## src/rtl/pipe_defs_pkg.sv

```systemverilog
// ---------------------------------------------------------------------------
// pipe_defs_pkg
//   Shared pipeline definitions for the 5-stage core.
//   - Instruction field slice macros (OP/RD/RS/RT/ALUOP).
//   - Opcode and ALU-op constants.
//   - md_state_t: state encoding of the multiply/divide controller.
//   - reads_reg(): register read-set decode of an instruction. It is shared
//     with future scoreboard logic, so it stays free of stage-specific state.
// ---------------------------------------------------------------------------
`define PD_OP(ir)    ir[31:27]
`define PD_RD(ir)    ir[26:22]
`define PD_RS(ir)    ir[21:17]
`define PD_RT(ir)    ir[16:12]
`define PD_ALUOP(ir) ir[6:2]

package pipe_defs_pkg;

   localparam logic [4:0] OP_ALU  = 5'd0;
   localparam logic [4:0] OP_BNE  = 5'd2;
   localparam logic [4:0] OP_JR   = 5'd4;
   localparam logic [4:0] OP_ADDI = 5'd5;
   localparam logic [4:0] OP_BLT  = 5'd6;
   localparam logic [4:0] OP_SW   = 5'd7;
   localparam logic [4:0] OP_LW   = 5'd8;

   localparam logic [4:0] ALUOP_MUL = 5'b00110;
   localparam logic [4:0] ALUOP_DIV = 5'b00111;

   typedef enum logic [1:0] {
      IDLE = 2'd0,
      BUSY = 2'd1,
      DONE = 2'd2
   } md_state_t;

   // True when an instruction with the given fields reads register r.
   // Register 0 is hard-wired to zero and never creates a dependency.
   // sw reads only its base register here: the store data is picked up
   // later by the M-stage bypass, so it cannot cause a load-use stall.
   function automatic logic reads_reg(input logic [4:0] op,
                                      input logic [4:0] rd,
                                      input logic [4:0] rs,
                                      input logic [4:0] rt,
                                      input logic [4:0] r);
      logic hit;
      hit = 1'b0;
      if (r != 5'd0) begin
         case (op)
            OP_ALU:                hit = (rs == r) || (rt == r);
            OP_ADDI, OP_LW, OP_SW: hit = (rs == r);
            OP_BNE, OP_BLT:        hit = (rd == r) || (rs == r);
            OP_JR:                 hit = (rd == r);
            default:               hit = 1'b0;
         endcase
      end
      return hit;
   endfunction

endpackage

```

## src/rtl/md_countdown.sv

```systemverilog
// ---------------------------------------------------------------------------
// md_countdown
//   Down-counter timing the multiply/divide latency.
//   Ports:
//     clock     in  pipeline clock, rising edge
//     reset_n   in  asynchronous active-low reset (count -> 0)
//     load      in  load load_val
//     load_val  in  value to load (CNT_W bits)
//     dec       in  decrement by one; holds at 0 (never wraps)
//     clr       in  force count to 0 (highest priority)
//     is_zero   out count == 0
//     is_one    out count == 1
// ---------------------------------------------------------------------------
module md_countdown #(
   parameter int CNT_W = 6
) (
   input  logic             clock,
   input  logic             reset_n,
   input  logic             load,
   input  logic [CNT_W-1:0] load_val,
   input  logic             dec,
   input  logic             clr,
   output logic             is_zero,
   output logic             is_one
);

   logic [CNT_W-1:0] cnt_q;
   logic [CNT_W-1:0] cnt_d;

   always_comb begin
      cnt_d = cnt_q;
      if (clr) begin
         cnt_d = '0;
      end else if (load) begin
         cnt_d = load_val;
      end else if (dec && (cnt_q != '0)) begin
         cnt_d = cnt_q - CNT_W'(1);
      end
   end

   always_ff @(posedge clock or negedge reset_n) begin
      if (!reset_n) begin
         cnt_q <= '0;
      end else begin
         cnt_q <= cnt_d;
      end
   end

   assign is_zero = (cnt_q == '0);
   assign is_one  = (cnt_q == CNT_W'(1));

endmodule

```

## src/rtl/hazard_stall_control.sv

```systemverilog
// ---------------------------------------------------------------------------
// hazard_stall_control
//   Stall/bubble generator for hazards the forwarding network cannot hide:
//   load-use (lw in DX feeding the instruction in FD) and multi-cycle
//   mul/div issued from DX whose result is later injected into X/M.
//   Ports:
//     clock     in   pipeline clock, rising edge
//     reset_n   in   asynchronous active-low reset
//     FDIR      in   instruction in F/D latch
//     DXIR      in   instruction in D/X latch
//     flush     in   taken branch/jump resolved in X this cycle
//     stallFD   out  hold PC and F/D latch
//     bubbleDX  out  load nop into D/X latch next edge
//     md_start  out  one-cycle start pulse for the multiplier/divider
//     md_isDiv  out  qualifies md_start: 1=div, 0=mul
//     md_busy   out  mul/div in flight
//     md_done   out  one-cycle pulse: inject mdIR into X/M this cycle
//     mdIR      out  latched mul/div instruction, 0 unless md_done
// ---------------------------------------------------------------------------
module hazard_stall_control
   import pipe_defs_pkg::*;
#(
   parameter int MD_LATENCY = 32,
   parameter int CNT_W      = 6
) (
   input  logic        clock,
   input  logic        reset_n,
   input  logic [31:0] FDIR,
   input  logic [31:0] DXIR,
   input  logic        flush,
   output logic        stallFD,
   output logic        bubbleDX,
   output logic        md_start,
   output logic        md_isDiv,
   output logic        md_busy,
   output logic        md_done,
   output logic [31:0] mdIR
);

   // The DONE cycle is the MD_LATENCY-th after start, so BUSY lasts
   // MD_LATENCY-1 cycles: load that count and leave BUSY when it hits 1.
   localparam logic [CNT_W-1:0] CNT_LOAD = CNT_W'(MD_LATENCY - 1);

   md_state_t   state_q, state_d;
   logic [31:0] mdir_q, mdir_d;

   logic cnt_load, cnt_dec, cnt_clr;
   logic cnt_zero, cnt_one;

   logic dx_is_md;
   logic load_use;

   // Low FD bits carry no register specifiers; kept as a named sink.
   logic fd_unused;
   assign fd_unused = ^FDIR[11:0];

   md_countdown #(
      .CNT_W (CNT_W)
   ) u_md_countdown (
      .clock    (clock),
      .reset_n  (reset_n),
      .load     (cnt_load),
      .load_val (CNT_LOAD),
      .dec      (cnt_dec),
      .clr      (cnt_clr),
      .is_zero  (cnt_zero),
      .is_one   (cnt_one)
   );

   // A mul/div targeting r0 has no architectural effect, so it is a nop.
   assign dx_is_md = (`PD_OP(DXIR) == OP_ALU) &&
                     ((`PD_ALUOP(DXIR) == ALUOP_MUL) || (`PD_ALUOP(DXIR) == ALUOP_DIV)) &&
                     (`PD_RD(DXIR) != 5'd0);

   assign load_use = (`PD_OP(DXIR) == OP_LW) && (`PD_RD(DXIR) != 5'd0) &&
                     reads_reg(`PD_OP(FDIR), `PD_RD(FDIR), `PD_RS(FDIR),
                               `PD_RT(FDIR), `PD_RD(DXIR));

   always_comb begin
      state_d  = state_q;
      mdir_d   = mdir_q;
      cnt_load = 1'b0;
      cnt_dec  = 1'b0;
      cnt_clr  = 1'b0;
      stallFD  = 1'b0;
      bubbleDX = 1'b0;
      md_start = 1'b0;
      md_isDiv = 1'b0;
      md_busy  = 1'b0;
      md_done  = 1'b0;
      mdIR     = 32'd0;

      case (state_q)
         IDLE: begin
            if (flush) begin
               // Squash the wrong-path DX instruction; FD is refetched anyway.
               bubbleDX = 1'b1;
            end else if (dx_is_md) begin
               md_start = 1'b1;
               md_isDiv = (`PD_ALUOP(DXIR) == ALUOP_DIV);
               mdir_d   = DXIR;
               stallFD  = 1'b1;
               bubbleDX = 1'b1;
               cnt_load = 1'b1;
               state_d  = BUSY;
            end else if (load_use) begin
               stallFD  = 1'b1;
               bubbleDX = 1'b1;
            end
         end
         BUSY: begin
            // flush cannot arrive here: X only holds bubbles while busy.
            md_busy  = 1'b1;
            stallFD  = 1'b1;
            bubbleDX = 1'b1;
            cnt_dec  = 1'b1;
            if (cnt_one || cnt_zero) begin
               state_d = DONE;
            end
         end
         DONE: begin
            md_done  = 1'b1;
            mdIR     = mdir_q;
            stallFD  = 1'b1;
            bubbleDX = 1'b1;
            cnt_clr  = 1'b1;
            state_d  = IDLE;
         end
         default: begin
            state_d = IDLE;
            cnt_clr = 1'b1;
         end
      endcase

      // Outputs must read 0 the instant reset asserts, even though DX/FD
      // may still present a hazard combinationally.
      if (!reset_n) begin
         stallFD  = 1'b0;
         bubbleDX = 1'b0;
         md_start = 1'b0;
         md_isDiv = 1'b0;
         md_busy  = 1'b0;
         md_done  = 1'b0;
         mdIR     = 32'd0;
      end
   end

   always_ff @(posedge clock or negedge reset_n) begin
      if (!reset_n) begin
         state_q <= IDLE;
         mdir_q  <= 32'd0;
      end else begin
         state_q <= state_d;
         mdir_q  <= mdir_d;
      end
   end

endmodule
```

## config.mk

```make
export PLATFORM = sky130hd
export DESIGN_NAME = hazard_stall_control
export DESIGN_NICKNAME = d
export VERILOG_FILES = /design/src/rtl/pipe_defs_pkg.sv /design/src/rtl/md_countdown.sv /design/src/rtl/hazard_stall_control.sv
export SDC_FILE = /design/constraint.sdc
export NUM_CORES = 1
export LEC_CHECK = 0
export BUFFER_PORTS_ARGS = -buffer_cell sky130_fd_sc_hd__buf_2
export CAP_MARGIN = 15
export CORE_MARGIN = 3
export CORE_UTILIZATION = 40
export CTS_CLUSTER_SIZE = 24
export DETAILED_ROUTE_END_ITERATION = 10
export HOLD_SLACK_MARGIN = 0.15
export PLACE_DENSITY = 0.78
export SYNTH_ARGS = -nofsm -noshare
export SYNTH_HDL_FRONTEND = slang
export SYNTH_SLANG_ARGS = --single-unit
```

## constraint.sdc

```tcl
create_clock -name clock -period 1.95 [get_ports clock]
set_input_delay 0.4875 -clock clock [delete_from_list [all_inputs] [get_ports clock]]
set_output_delay 0.4875 -clock clock [all_outputs]
set_load 0.02 [all_outputs]
```

==> run_results.csv <==
group,metric,value,unit
drt,highest-signal-layer,"met4",
drt,first_pass_iters,4,
critical_path,worst_setup_path_start_kind,"primary input",
pwr,p_leak,1.806,nW
pwr,power_density,650.6,nW/um^2
critical_path,critPathKind,"in -> out",
drt,met2_length,3492,um
grt,antenna_found_initial,0,
floorplan,start_util,42.76,%
grt,grt_max_degree,32,
critical_path,r2r-start,"state_q[1]",
logic_synthesis,avgSynthCellArea,10.95,sq um
sta,fin_ws,-0.4697,ns
pwr,power_switching_share,29.65,%
layout,fin_util,69.51,%
critical_path,critPathLaunch,"DXIR[5]",
pwr,internal_power,1.687,mW
drt,drt_iter0_markers,82,
sta,finalCriticalPeriod,2.420,ns
critical_path,cp.arrival,1.93,ns
logic_synthesis,synthesis.nets,280,
drt,drc_errors,0,
placement,dp.cells,383,
min_path,hp-class,"in -> async",
logic_synthesis,synthArstFlopShare,100.0,%
pwr,combPwrFrac,36.1,%
floorplan,rows,26,
clock_tree,cts_sinks,40,
critical_path,critPathRequiredTime,1.46,ns
placement,gp_congestion,0.7995,
grt,grt_usage,17.82,%
pwr,power,2.398,mW
run_status,status,"complete, but fails checks",
pwr,peakVddDrop,0.4781,mV
clock_tree,ctsHtreeMaxLevel,2,
drt,vias,2073,
clock_tree,cts_tree,"done",
sta,fmax,0.4133,GHz
logic_synthesis,ys.flop_type,"dfrtp_1",
critical_path,worstSetupEndpointType,"output pin",
drt,wl_met3,448,um
floorplan,core-area,5303,sq um
logic_synthesis,synth_edf_count,0,
logic_synthesis,yosysSeqAreaShare,44.15,%
clock_tree,postCtsHoldBufs,0,
logic_synthesis,ys_types,35,
sta,finalHoldViolCount,0,
floorplan,ios,105,
logic_synthesis,synth-seq-cells,40,
clock_tree,clock_latency,0.29,ns
floorplan,die_height,81.29,um
layout,layout-drive-gt1-share,59.38,%
clock_tree,cts_root_buffer,"clkbuf_8",
clock_tree,cts_inserted_buffers,5,
placement,portBuffers,92,
grt,grt_pass1_vias,1929,
layout,nNetsFinal,397,
drt,drt-total-wl,6885,um
sta,finalSetupViolations,33,
flow_run,maxCapViolCount,0,
sta,worstMarginPinSlew,0.7945,ns
sta,slew_violations,0,
floorplan,die_width,81.29,um
drt,drtAntennaViolNets,0,
sta,period_share,124.1,%
logic_synthesis,netlist_instances,207,
critical_path,cp_max_fo,4,
drt,wl_met1,2847,um
pwr,seqPwrFrac,36.4,%
sta,rsz0062_at_grt,"yes",
clock_tree,clkTransAtPathRegs,0.08,ns
logic_synthesis,synth_area,2267,sq um
floorplan,design.die.area,6607,sq um
placement,dp_slack,-0.4326,ns
grt,grt_pass1_wl,9121,um
pwr,clkPwrFrac,27.5,%
drt,wl_per_cell,17.43,um
clock_tree,cts.path.max_buffers,2,
placement,dp.final_hpwl,4237,um
pwr,p_switching,0.7111,mW
sta,finClkSkew,0.006980,ns
drt,viasPerCell,5.248,
logic_synthesis,ys_warn_count,0,
grt,gr-total-overflow,0,
layout,area_delta_synth_final,62.58,%
run_status,violations,"setup timing",
sta,relSlewSlack,46.29,%
layout,fin_cells,395,
layout,antenna-diode-count,0,
## critical path: stages
cell and delay (ns):
buf_2 0.12, nor4bb_2 0.35, buf_4 0.19, nor3b_4 0.23, and3_4 0.25, and3_4 0.19, buf_6 0.12
## power by group through the flow
stage,Sequential [mW],Clock (mW),Combinational [mW]
floorplan,0.883,0,0.267
global placement,0.885,0,0.527
detailed placement,0.887,0,0.539
CTS,0.870,0.671,0.674
global route,0.876,0.709,0.927
finish,0.873,0.660,0.865
## what timing repair did
item                       in CTS  in global routing
resized for setup              26                101
buffers inserted                1                  2
pin swaps                       6                  5
cloned                          1                  2
setup endpoints to repair      35                 45
## layout make-up
cell class                      count  area, sq um
Fill cell                         367         1617
Multi-Input combinational cell    149         1441
Timing Repair Buffer              120         1018
Sequential cell                    40         1001
Tap cell                           70        87.58
Clock buffer                        6        72.57
Clock inverter                      2        35.03
Inverter                            8        30.03
## metal layers
layer / vias to the layer above / track usage [%]
met2: 100 / 29.40
met3: 11 / 4.324
met1: 986 / 23.07
met4: 0 / 5.236
met5: - / 0
li1: 976 / -
## final timing paths
| kind | end | slack [ns] | depth (start not counted) |
|---|---|---|---|
| worst max-delay path | md_isDiv | -0.47 | 7 |
| worst min register to register | mdir_q[3] | 0.48 | 1 |
| worst max register to register | mdir_q[9] | 0.21 | 7 |
| min in group clock | mdir_q[0] | 0.42 | 2 |
| worst min-delay path | u_md_countdown.cnt_q[5] | 0.22 | 2 |
| max in group asynchronous | u_md_countdown.cnt_q[1] | 1.31 | 3 |
## cells by family after synthesis
group | synth area share [%]
buf+inv | 4.028
compound gates | 5.961
simple gates | 21.41
fa+ha+maj | 3.311
flops | 44.15
xor+xnor | 6.181
mux | 14.96
## registers in the layout, indices dropped and copies added, names as in the netlist
signal / cells
mdir_q: 32
state_q: 2
u_md_countdown.cnt_q: 6
## synth_stat cells (5+ instances only)
cell type | count | area share, %
inv_1 | 8 | 1.3
nor4_1 | 5 | 1.4
nor2b_1 | 8 | 2.2
clkbuf_1 | 6 | 0.99
mux2_1 | 7 | 3.5
nor2_1 | 8 | 1.3
xor2_1 | 9 | 3.5
a21oi_1 | 8 | 1.8
ha_1 | 6 | 3.3
mux2_4 | 16 | 11
and3_1 | 35 | 9.7
nor3_1 | 5 | 1.1
dfrtp_1 | 40 | 44
xnor2_1 | 7 | 2.7
## cell usage in the layout (no fill, tap or decap), types with 2 or more instances in the layout
cell type  instances
a21oi_1            7
a311o_1            2
and2_4             2
and3_4            34
buf_12             3
buf_2             53
buf_4             20
buf_6             40
clkbuf_16          2
clkbuf_8           5
dfrtp_1           40
ha_1               4
inv_1              7
mux2_1             7
mux2_4            16
mux2i_1            2
nand2_1            3
nand4_1            3
nor2_1             8
nor2b_1            8
nor3_1             5
nor4_1             2
nor4_2             2
o21ai_0            3
o22ai_1            2
or2_1              3
xnor2_1            7
xor2_1             9
## through the flow
step | TNS (ns) | cell area [sq um] | hold slack (ns)
after global routing | -5.875 | 3686 | 0.2195
after floorplan | -3.334 | 2318 | 0.1919
after detailed placement | -10.44 | 3018 | 0.4444
after global placement | -9.518 | 3018 | 0.4423
after CTS | -1.613 | 3248 | 0.1988
final | -2.207 | 3686 | 0.2221
Power figures use the tool's default switching activity.
